--- src/rtl/result_uart_drain_pkg.sv ---
// Shared encodings and constants for the systolic-array result drain.
package result_uart_drain_pkg;

    typedef enum logic [1:0] {
        IDLE = 2'd0,
        HDR  = 2'd1,
        HI   = 2'd2,
        LO   = 2'd3
    } state_t;

    localparam logic [7:0] DEF_HDR_BYTE  = 8'hA5;
    localparam int         BYTES_PER_RES = 2;

endpackage

--- src/rtl/result_uart_drain.sv ---
// Snapshots the 4x4 array results on done and streams them as header + hi/lo bytes.
// First byte valid one cycle after done; tx_data/tx_valid hold while tx_ready is low.
module result_uart_drain
    import result_uart_drain_pkg::*;
#(
    parameter int         NUM_RES  = 16,
    parameter int         RES_W    = 16,
    parameter bit         HDR_EN   = 1'b1,
    parameter logic [7:0] HDR_BYTE = DEF_HDR_BYTE
) (
    input  logic                     clk,
    input  logic                     reset,
    input  logic                     done,
    input  logic [NUM_RES*RES_W-1:0] c_flat,
    output logic [7:0]               tx_data,
    output logic                     tx_valid,
    input  logic                     tx_ready,
    output logic                     busy,
    output logic                     frame_done,
    output logic                     overrun
);

    localparam int RI_W = (NUM_RES > 1) ? $clog2(NUM_RES) : 1;

    state_t                   state;
    logic [RI_W-1:0]          res_idx;
    logic                     byte_sel;
    logic [NUM_RES*RES_W-1:0] shadow;

    logic                     xfer;
    logic                     last_res;
    logic [RI_W-1:0]          mux_idx;
    logic                     mux_lo;
    logic [RI_W+3:0]          mux_base;
    logic [7:0]               mux_byte;

    assign xfer     = tx_valid & tx_ready;
    assign last_res = (res_idx == RI_W'(NUM_RES - 1));

    // Mux picks the byte that follows the one currently on tx_data:
    // after HDR -> C[idx] hi, after hi -> C[idx] lo, after lo -> C[idx+1] hi.
    always_comb begin
        mux_idx  = res_idx + RI_W'(byte_sel);
        mux_lo   = (state != HDR) & ~byte_sel;
        mux_base = {mux_idx, ~mux_lo, 3'b000};
        mux_byte = shadow[mux_base +: 8];
    end

    // Shadow bank needs no reset; it is only read after a capture.
    always_ff @(posedge clk) begin
        if (state == IDLE && done) begin
            shadow <= c_flat;
        end
    end

    always_ff @(posedge clk or posedge reset) begin
        if (reset) begin
            state      <= IDLE;
            res_idx    <= '0;
            byte_sel   <= 1'b0;
            tx_data    <= 8'h00;
            tx_valid   <= 1'b0;
            busy       <= 1'b0;
            frame_done <= 1'b0;
            overrun    <= 1'b0;
        end else begin
            frame_done <= 1'b0;
            if (done && state != IDLE) begin
                overrun <= 1'b1;
            end
            case (state)
                IDLE: begin
                    if (done) begin
                        res_idx  <= '0;
                        byte_sel <= 1'b0;
                        busy     <= 1'b1;
                        tx_valid <= 1'b1;
                        if (HDR_EN) begin
                            state   <= HDR;
                            tx_data <= HDR_BYTE;
                        end else begin
                            state   <= HI;
                            tx_data <= c_flat[RES_W-1 -: 8];
                        end
                    end
                end
                HDR: begin
                    if (xfer) begin
                        state   <= HI;
                        tx_data <= mux_byte;
                    end
                end
                HI: begin
                    if (xfer) begin
                        state    <= LO;
                        byte_sel <= 1'b1;
                        tx_data  <= mux_byte;
                    end
                end
                LO: begin
                    if (xfer) begin
                        byte_sel <= 1'b0;
                        if (last_res) begin
                            state      <= IDLE;
                            tx_valid   <= 1'b0;
                            busy       <= 1'b0;
                            frame_done <= 1'b1;
                        end else begin
                            state   <= HI;
                            res_idx <= res_idx + 1'b1;
                            tx_data <= mux_byte;
                        end
                    end
                end
                default: state <= IDLE;
            endcase
        end
    end

endmodule

--- config.mk ---
export PLATFORM = sky130hd
export DESIGN_NAME = result_uart_drain
export DESIGN_NICKNAME = d
export VERILOG_FILES = /design/src/rtl/result_uart_drain_pkg.sv /design/src/rtl/result_uart_drain.sv
export SDC_FILE = /design/constraint.sdc
export NUM_CORES = 1
export LEC_CHECK = 0
export ABC_AREA = 1
export BUFFER_PORTS_ARGS = -buffer_cell sky130_fd_sc_hd__buf_4
export CAP_MARGIN = 40
export CORE_MARGIN = 2
export CORE_UTILIZATION = 30
export DETAILED_ROUTE_END_ITERATION = 7
export HOLD_SLACK_MARGIN = 0.08
export PLACE_DENSITY = 0.59
export SLEW_MARGIN = 40
export SYNTH_ARGS = -nofsm -noshare
export SYNTH_HDL_FRONTEND = slang
export SYNTH_SLANG_ARGS = --single-unit
--- constraint.sdc ---
create_clock -name clk -period 9.7 [get_ports clk]
set_clock_uncertainty 0.05 [all_clocks]
set_input_delay 0.97 -clock clk [delete_from_list [all_inputs] [get_ports clk]]
set_output_delay 0.97 -clock clk [all_outputs]
set_load 0.01 [all_outputs]
==> results of run 1 <==
through the flow:
| stage | instance area (sq um) | total power (W) | setup slack, ns | utilization (%) | instances |
|---|---|---|---|---|---|
| final | 15000 | 0.00245 | 6.59 | 39.1 | 1838 |
| after global routing | 15000 | 0.00253 | 6.30 | 39.1 | 1838 |
| after CTS | 15000 | 0.00248 | 6.38 | 39.0 | 1838 |
| after detailed placement | 14100 | 0.00141 | 6.39 | 36.7 | 1785 |
| after global placement | 14000 | 0.00141 | 6.11 | 36.5 | 1782 |
| after floorplan | 11600 | 0.00132 | 3.07 | - | 1040 |
how the worst min path moves through the flow:
| stage | slack, ns | to | start |
|---|---|---|---|
| floorplan | 0.45 | state[1] | state[1] |
| global placement | 0.42 | tx_data[1] | tx_data[1] |
| detailed placement | 0.42 | tx_data[1] | tx_data[1] |
| CTS | 0.43 | tx_data[1] | tx_data[1] |
| global route | 0.39 | tx_data[6] | reset |
| finish | 0.37 | tx_data[6] | reset |
per-layer routing:
layer	share of wire, %	vias up	global-route usage [%]
li1	-	4010	-
met1	44	4094	23.5
met2	45	347	26.5
met3	6.6	67	3.59
met4	3.8	0	6.01
met5	0	-	0
state kept, by name (all words and copies together), names as in the netlist:
| register | count |
|---|---|
| res_idx | 4 |
| shadow | 256 |
| byte_sel | 1 |
| overrun | 1 |
| tx_data | 8 |
| state | 2 |
| frame_done | 1 |
| busy | 1 |
cells by family (layout without fill, tap and decap cells):
logic type,count (synthesis),in the layout,share of synthesized area [%]
simple gates,557,557,20.7
flops,274,274,69.9
buf+inv,183,463,7.28
compound gates,14,14,0.720
fa+ha+maj,8,8,0.860
xor+xnor,4,4,0.527
cell usage in the layout, fill, tap and decap left out, types with 7 or more instances in the layout:
cell and count:
nor2_1 10, inv_1 124, clkbuf_1 7, clkinv_1 8, nand2_1 304, buf_4 274
nand3_1 235, clkbuf_16 30, edfxtp_1 256, dfrtp_1 18
area by class of cell:
class	instances	area share [%]
sequential	274	54.1
multi-input combinational	583	17.9
timing repair buffer	279	14.3
clock buffer	37	5.17
tap	518	4.31
inverter	131	3.36
clock inverter	16	0.841
power by group:
part	internal, W	total (W)	switching (W)
Clock	0.000593	0.00107	0.000476
Combinational	0.0000653	0.0000915	0.0000262
Sequential	0.00129	0.00129	0.00000000000000000000552
Total	0.00195	0.00245	0.000502
critical path, delay by kind of cell, from the launching register on:
family                     cells  cell delay (ns)
buffers and inverters          3             0.93
and+or+nand+nor                7             1.23
DFF                            1             0.42
adders and majority gates      1             0.25
AOI/OAI and AO/OA              1             0.07
==> results.ini, run 1 <==
[clock_tree]
cts_inserted_buffers=30
postCtsHoldBufs=0
tritoncts=done
cts_max_level=1
clk_latency_ns=0.59
clock_path_buffers=3
clkTransAtPathRegs_ns=0.07
cts_root_buffer=clkbuf_16
ctsResizeCount=0
cts_setup_buffers=0
clock_sinks=274

[grt]
grt_max_degree=125
track_usage_pct=17.0
grt_pass1_wl_um=51700
overflow=0
grt_pass1_vias=8520
antenna_found_initial=0

[drt]
drtAntennaViolNets=0
vias_per_cell=4.63
wl_per_cell_um=18.9
first_pass_iters=5
drtIter0Drc=681
drcViolationCount=0
drt_wl_total_um=34700
vias=8518

[timing]
fmax_mhz=321
relSlewSlack_pct=49.1
fin_crit_sh_pct=32.1
hold_viol=0
setup_viol=0
hold_ws_ns=0.369
finalMaxSlewViolations=0
fin_crit_ns=3.11
rsz0062_at_grt=false
tns_ns=0
tightest_slew_ns=0.763

[floorplanning]
core-area_sq_um=38500
dieArea_sq_um=40400
num_rows=72
die_w_um=201
start_util_pct=30.3
io_pins=272
dieHeight_um=201

[critical_path]
r2r_start=state[1]
r2r_end=tx_data[5]
endpoint=tx_data[5]
cp-end-kind=register
r2r_cells=12
crit_path_cell_trace=inv_1, ha_1, nor2_4, buf_4, buf_12, nand2_1, nand3_1, nand3_1, nand3_1, nand3_1, nand2_1, a21oi_1
cp_slowest_cell=buf_4
path_common_cell=nand3_1
criticalPathCategory=reg -> reg
crit_path_max_incr_delay_ns=0.53
critPathLaunch=state[1]
r2r_slack_ns=6.59
crit_fanout=43
cp-start-kind=register
arrival_ns=3.51
worstPathRequired_ns=10.10

[pwr]
power_density_nw_per_um2=163
leakage_nw=6.30
ir_drop_v=0.000131

[yosys]
ys_types=27
ys_ff_latch=274
syn_nets=1308
synth_edf_count=256
synth.top_cell.area_share_pct=66.1
syn_inst=1040
netlist_top_cells_count=nand2_1 (304), edfxtp_1 (256), nand3_1 (235)
ys_warn_count=0
yosys.area.top_type=edfxtp_1
synth.area.top_cells=edfxtp_1 (66%), nand3_1 (10%), nand2_1 (9.8%)
netlist_area_sq_um=11600
ys.flop_type=edfxtp_1
syn_avg_cell_area_sq_um=11.2
ys_seq_area_share_pct=69.9
async_flop_share_pct=6.57
yosysMostFrequentCell=nand2_1

[cells_and_area]
areaGrowthSynthToFinish_pct=29.1
nets=1567
drive_gt1_share_pct=25.4
antennaDiodeCount=0
seqCellArea_sq_um=8140
multiInputGateArea_sq_um=2690
n_fill_cell=3774

[place]
routabilityCongestion=0.837
dp_hpwl_um=24000
port_buffers=271

[min_path]
worstHoldPathType=in -> async

[run_status]
status=finished, final reports clean

[flow_run]
cap_violations=0

Power figures use the tool's default switching activity.
==> run 2: changes to the inputs <==
--- a/config.mk
+++ b/config.mk
@@ -12,7 +12,7 @@
 export CORE_UTILIZATION = 30
 export DETAILED_ROUTE_END_ITERATION = 7
 export HOLD_SLACK_MARGIN = 0.08
-export PLACE_DENSITY = 0.59
+export PLACE_DENSITY = 0.6
 export SLEW_MARGIN = 40
 export SYNTH_ARGS = -nofsm -noshare
 export SYNTH_HDL_FRONTEND = slang
==> constraint.sdc (replaced) <==
create_clock -name clk -period 2.55 [get_ports clk]
set_clock_uncertainty 0.05 [all_clocks]
set_input_delay 0.255 -clock clk [delete_from_list [all_inputs] [get_ports clk]]
set_output_delay 0.255 -clock clk [all_outputs]
set_load 0.01 [all_outputs]
==> results.ini, run 2 (synthesis gave the netlist of run 1 again) <==
[run_status]
status=finished, final reports clean

[drt]
drt_wl_total_um=38900  ; +12%
wl_per_cell_um=18.3  ; -3.1%
drcViolationCount=0  ; unchanged
vias_per_cell=4.55  ; -1.9%
drtIter0Drc=777  ; +14%
drtAntennaViolNets=0  ; unchanged
first_pass_iters=5  ; unchanged
vias=9661  ; +13%

[cells_and_area]
areaGrowthSynthToFinish_pct=55.4
layout_common_cells=nand2_1 (303), buf_4 (286), dlygate4sd3_1 (259)
largest_register=shadow
seqCellArea_sq_um=8140  ; unchanged
reg.largest.list=shadow x256, tx_data x8, res_idx x4
multiInputGateArea_sq_um=2700  ; +0.37%
drive_gt1_share_pct=22.8  ; -2.6 points
stdcell_count=2125  ; +16%
n_fill_cell=3403  ; -9.8%
largest_reg_flops=256  ; unchanged
nets=1849  ; +18%
final_common_cell=nand2_1

[floorplanning]
dieHeight_um=201  ; unchanged
dieArea_sq_um=40400  ; unchanged
num_rows=72  ; unchanged
core-area_sq_um=38500  ; unchanged
io_pins=272  ; unchanged
die_w_um=201  ; unchanged
start_util_pct=30.3  ; unchanged

[pwr]
power_w=0.0105  ; +330%
ir_drop_v=0.000512  ; +290%
leakage_nw=7.61  ; +21%
power_density_nw_per_um2=579  ; +260%

[place]
dp.cells=1804  ; +1.1%
place_ws_ns=0.165  ; -6.23 ns
port_buffers=271  ; unchanged
dp_hpwl_um=24900  ; +3.5%
routabilityCongestion=0.815  ; -2.6%

[critical_path]
crit_path_cell_trace=inv_2, ha_1, nor2_4, buf_12, buf_4, nand2_1, nand3_1, nand3_1, nand3_1, nand3_1, nand2_1, a21oi_1
r2r_slack_ns=0.15  ; -6.43 ns
r2r_cells=12  ; unchanged
r2r_start=state[1]
path_common_cell=nand3_1
cp-end-kind=register
criticalPathCategory=reg -> reg
crit_fanout=63  ; +47%
cp-start-kind=register
worstPathRequired_ns=2.92  ; -7.18 ns
crit_path_max_incr_delay_ns=0.41  ; -0.12 ns
critPathLaunch=state[1]
arrival_ns=2.76  ; -0.75 ns
cp_slowest_cell=dfrtp_1
r2r_end=tx_data[7]

[timing]
relSlewSlack_pct=51.3  ; +2.2 points
fin_crit_ns=2.40  ; -0.717 ns
tightest_slew_ns=0.726  ; -0.0371 ns
fmax_mhz=417  ; +30%
tns_ns=0  ; unchanged
fin_crit_sh_pct=94.0  ; +62 points
rsz0062_at_grt=false
setup_viol=0  ; unchanged
hold_viol=0  ; unchanged
setup_slack_ns=0.154  ; -6.43 ns
finalMaxSlewViolations=0  ; unchanged

[clock_tree]
clock_sinks=274  ; unchanged
tritoncts=done
cts_max_level=2  ; +1
clkTransAtPathRegs_ns=0.06  ; about the same
clk_latency_ns=0.54  ; -0.05 ns
cts_inserted_buffers=34  ; +13%
cts_setup_buffers=0  ; unchanged
clock_path_buffers=3  ; unchanged
cts_root_buffer=clkbuf_16

[flow_run]
cap_violations=0  ; unchanged

[grt]
track_usage_pct=19.3  ; +2.3 points
overflow=0  ; unchanged
antenna_found_initial=1  ; +1
grt_max_degree=67  ; -46%
grt_pass1_wl_um=58700  ; +13%
grt_pass1_vias=10200  ; +19%

[min_path]
worstHoldPathType=in -> async

[run 2: worst max-delay path: cells and delay by family (launching register included)]
| family | cells | cell delay [ns] |
|---|---|---|
| AOI/OAI and AO/OA | 1 | 0.06 |
| DFF | 1 | 0.41 |
| adders and majority gates | 1 | 0.24 |
| and+or+nand+nor | 7 | 0.87 |
| buffers and inverters | 3 | 0.62 |
[run 2: layout make-up]
type | count | area share [%]
diodes | 1 | 0.0138
repair buffers | 557 | 27.5
multi-input cells | 583 | 14.9
flip-flops and latches | 274 | 45.0
inverters | 131 | 2.74
clock inverters | 17 | 1.20
clock buffers | 44 | 5.03
well taps | 518 | 3.58
[run 2: report_power, final]
part	leakage, nW	internal (W)	switching, W
Combinational	4.53	0.000507	0.000173
Clock	0.544	0.00296	0.00193
Sequential	2.54	0.00491	0.0000000000000000000200
[run 2: how the worst max path moves through the flow]
stage	endpoint	slack (ns)
floorplan	shadow[0]	-2.40
global placement	tx_data[7]	0.21
detailed placement	tx_data[7]	0.17
CTS	tx_data[7]	0.14
global route	tx_data[7]	0.03
finish	tx_data[7]	0.15
[run 2: per-layer routing]
metal	global-route usage, %	share of wire (%)
met1	24.3	42
met2	31.3	47
met3	4.51	7.3
met4	9.31	4.4
met5	0	0
[run 2: per-stage QoR]
step                instance area, sq um  hold slack [ns]  utilization [%]
floorplan                          11700            0.144                -
global placement                   14400            0.384             37.3
detailed placement                 14400            0.384             37.3
CTS                                18100            0.343             47.0
global route                       18100            0.289             47.0
finish                             18100            0.270             47.0
[run 2: repair_timing]
| action | 4_1_cts | 5_1_grt |
|---|---|---|
| hold endpoints to repair | 278 | 0 |
| hold buffers | 259 | 0 |
| resized for setup | 0 | 0 |
==> run 3: changes to the inputs <==
--- a/config.mk
+++ b/config.mk
@@ -13,7 +13,8 @@
 export DETAILED_ROUTE_END_ITERATION = 7
 export HOLD_SLACK_MARGIN = 0.08
 export PLACE_DENSITY = 0.6
-export SLEW_MARGIN = 40
+export RECOVER_POWER = 50
+export SLEW_MARGIN = 20
 export SYNTH_ARGS = -nofsm -noshare
 export SYNTH_HDL_FRONTEND = slang
 export SYNTH_SLANG_ARGS = --single-unit
==> results.ini, run 3 (synthesis gave the netlist of run 1 again) <==
[clock_tree]
cts_setup_buffers=0  ; unchanged
cts_inserted_buffers=34  ; unchanged
cts_root_buffer=clkbuf_16
clock_sinks=274  ; unchanged
tritoncts=done
postCtsHoldBufs=259  ; unchanged
cts_max_level=2  ; unchanged
clkTransAtPathRegs_ns=0.06  ; about the same
clock_path_buffers=3  ; unchanged
clk_latency_ns=0.54  ; about the same
ctsResizeCount=0  ; unchanged

[timing]
hold_viol=0  ; unchanged
setup_viol=0  ; unchanged
relSlewSlack_pct=27.9  ; -23 points
fin_crit_sh_pct=93.0  ; -1.0 points
finalMaxSlewViolations=0  ; unchanged
setup_slack_ns=0.179  ; +0.0254 ns
fin_crit_ns=2.37  ; -0.0254 ns
tightest_slew_ns=1.08  ; +0.355 ns
tns_ns=0  ; unchanged
rsz0062_at_grt=false
fmax_mhz=422  ; +1.1%

[run_status]
status=finished, final reports clean

[critical_path]
critPathLaunch=state[1]
criticalPathCategory=reg -> reg
cp_top_family=simple AND/OR/NAND/NOR gates
path_common_cell=nand3_1
crit_path_cell_trace=inv_2, ha_1, nor2_4, buf_12, buf_4, nand2_1, nand3_1, nand3_1, nand3_1, nand3_1, nand2_1, a21oi_1
cp-end-kind=register
worstPathRequired_ns=2.92  ; about the same
crit_path_max_incr_delay_ns=0.41  ; about the same
r2r_start=state[1]
cp-start-kind=register
arrival_ns=2.74  ; -0.02 ns
critPathBufInv=3  ; unchanged
cp_slowest_cell=dfrtp_1
crit_fanout=63  ; unchanged

[place]
dp.cells=1804  ; unchanged
routabilityCongestion=0.815  ; unchanged
placed_cell_area_sq_um=14400  ; unchanged
port_buffers=271  ; unchanged
place_ws_ns=0.165  ; unchanged
dp_hpwl_um=24900  ; unchanged

[floorplanning]
dieArea_sq_um=40400  ; unchanged
dieHeight_um=201  ; unchanged
num_rows=72  ; unchanged
die_w_um=201  ; unchanged
io_pins=272  ; unchanged
start_util_pct=30.3  ; unchanged
core-area_sq_um=38500  ; unchanged

[pwr]
leakage_nw=7.46  ; -2.0%
ir_drop_v=0.000512  ; about the same
power_density_nw_per_um2=580  ; +0.19%

[cells_and_area]
areaGrowthSynthToFinish_pct=54.5
reg.largest.list=shadow x256, tx_data x8, res_idx x4
fin_area_sq_um=18000  ; -0.58%
layout_common_cells=nand2_1 (303), dlygate4sd3_1 (259), edfxtp_1 (256)
drive_gt1_share_pct=20.9  ; -1.9 points
final_common_cell=nand2_1
stdcell_count=2126  ; +0.047%
nets=1850  ; +0.054%
n_fill_cell=3446  ; +1.3%
utilization_pct=46.7  ; -0.27 points
largest_register=shadow
largest_reg_flops=256  ; unchanged

[grt]
track_usage_pct=19.3  ; unchanged
grt_pass1_vias=10200  ; unchanged
grt_max_degree=67  ; unchanged
grt_pass1_wl_um=58700  ; unchanged
antenna_found_initial=1  ; unchanged
overflow=0  ; unchanged

[drt]
wl_per_cell_um=18.2  ; -0.74%
first_pass_iters=5  ; unchanged
drtIter0Drc=816  ; +5.0%
drt_wl_total_um=38600  ; -0.69%
drcViolationCount=0  ; unchanged
vias=9631  ; -0.31%
vias_per_cell=4.53  ; -0.36%
drtAntennaViolNets=0  ; unchanged

[min_path]
hold_path_startpoint=c_flat[90]
worstHoldPathType=in -> reg

[flow_run]
cap_violations=0  ; unchanged

[run 3: cell count changes in the layout (fill, tap and decap cells not counted), sizes merged]
cell,delta
clkbuf,+262
buf,-261
clkinv,-1
inv,+1
[run 3: layout make-up]
type                            instances  area, sq um  share of cell area, %
Sequential cell                       274         8140                   45.3
Timing Repair Buffer                  558         4870                   27.1
Multi-Input combinational cell        583         2700                   15.0
Clock buffer                           44          910                   5.06
Tap cell                              518          648                   3.60
Inverter                              131          495                   2.76
Clock inverter                         17          216                   1.20
Antenna cell                            1         2.50                 0.0139
[run 3: worst paths after layout]
path | to | slack [ns] | cells past startpoint
setup / recovery | tx_data[7] | 0.18 | 12
hold / removal | shadow[90] | 0.40 | 2
setup reg to reg | tx_data[7] | 0.18 | 12
hold reg to reg | tx_data[3] | 0.43 | 2
max in group asynchronous | tx_data[4] | 1.20 | 4
min in group asynchronous | byte_sel | 0.59 | 4
[run 3: routing by layer]
layer  vias to the layer above  global-route usage, %  wire (um)
met5                         -                      0          0
met1                      4560                   24.3      16100
met3                        94                   4.51       2730
met2                       397                   31.3      18100
met4                         0                   9.31       1730
li1                       4580                      -          -
[run 3: report_power, final]
| part | switching [W] | internal [W] |
|---|---|---|
| Combinational | 0.000168 | 0.000473 |
| Sequential | 0.0000000000000000000201 | 0.00491 |
| Clock | 0.00192 | 0.00296 |
| Total | 0.00209 | 0.00835 |
[run 3: worst register-to-register path: cells and delay by family, from the launching register on]
| family | cells | cell delay (ns) |
|---|---|---|
| and+or+nand+nor | 7 | 0.87 |
| buffers and inverters | 3 | 0.63 |
| DFF | 1 | 0.41 |
| adders and majority gates | 1 | 0.24 |
| AOI/OAI and AO/OA | 1 | 0.06 |
[run 3: stage by stage]
stage,hold slack [ns],power (W)
floorplan,0.144,0.00501
detailed placement,0.384,0.00535
global route,0.383,0.0108
CTS,0.343,0.0106
finish,0.400,0.0104
global placement,0.384,0.00535
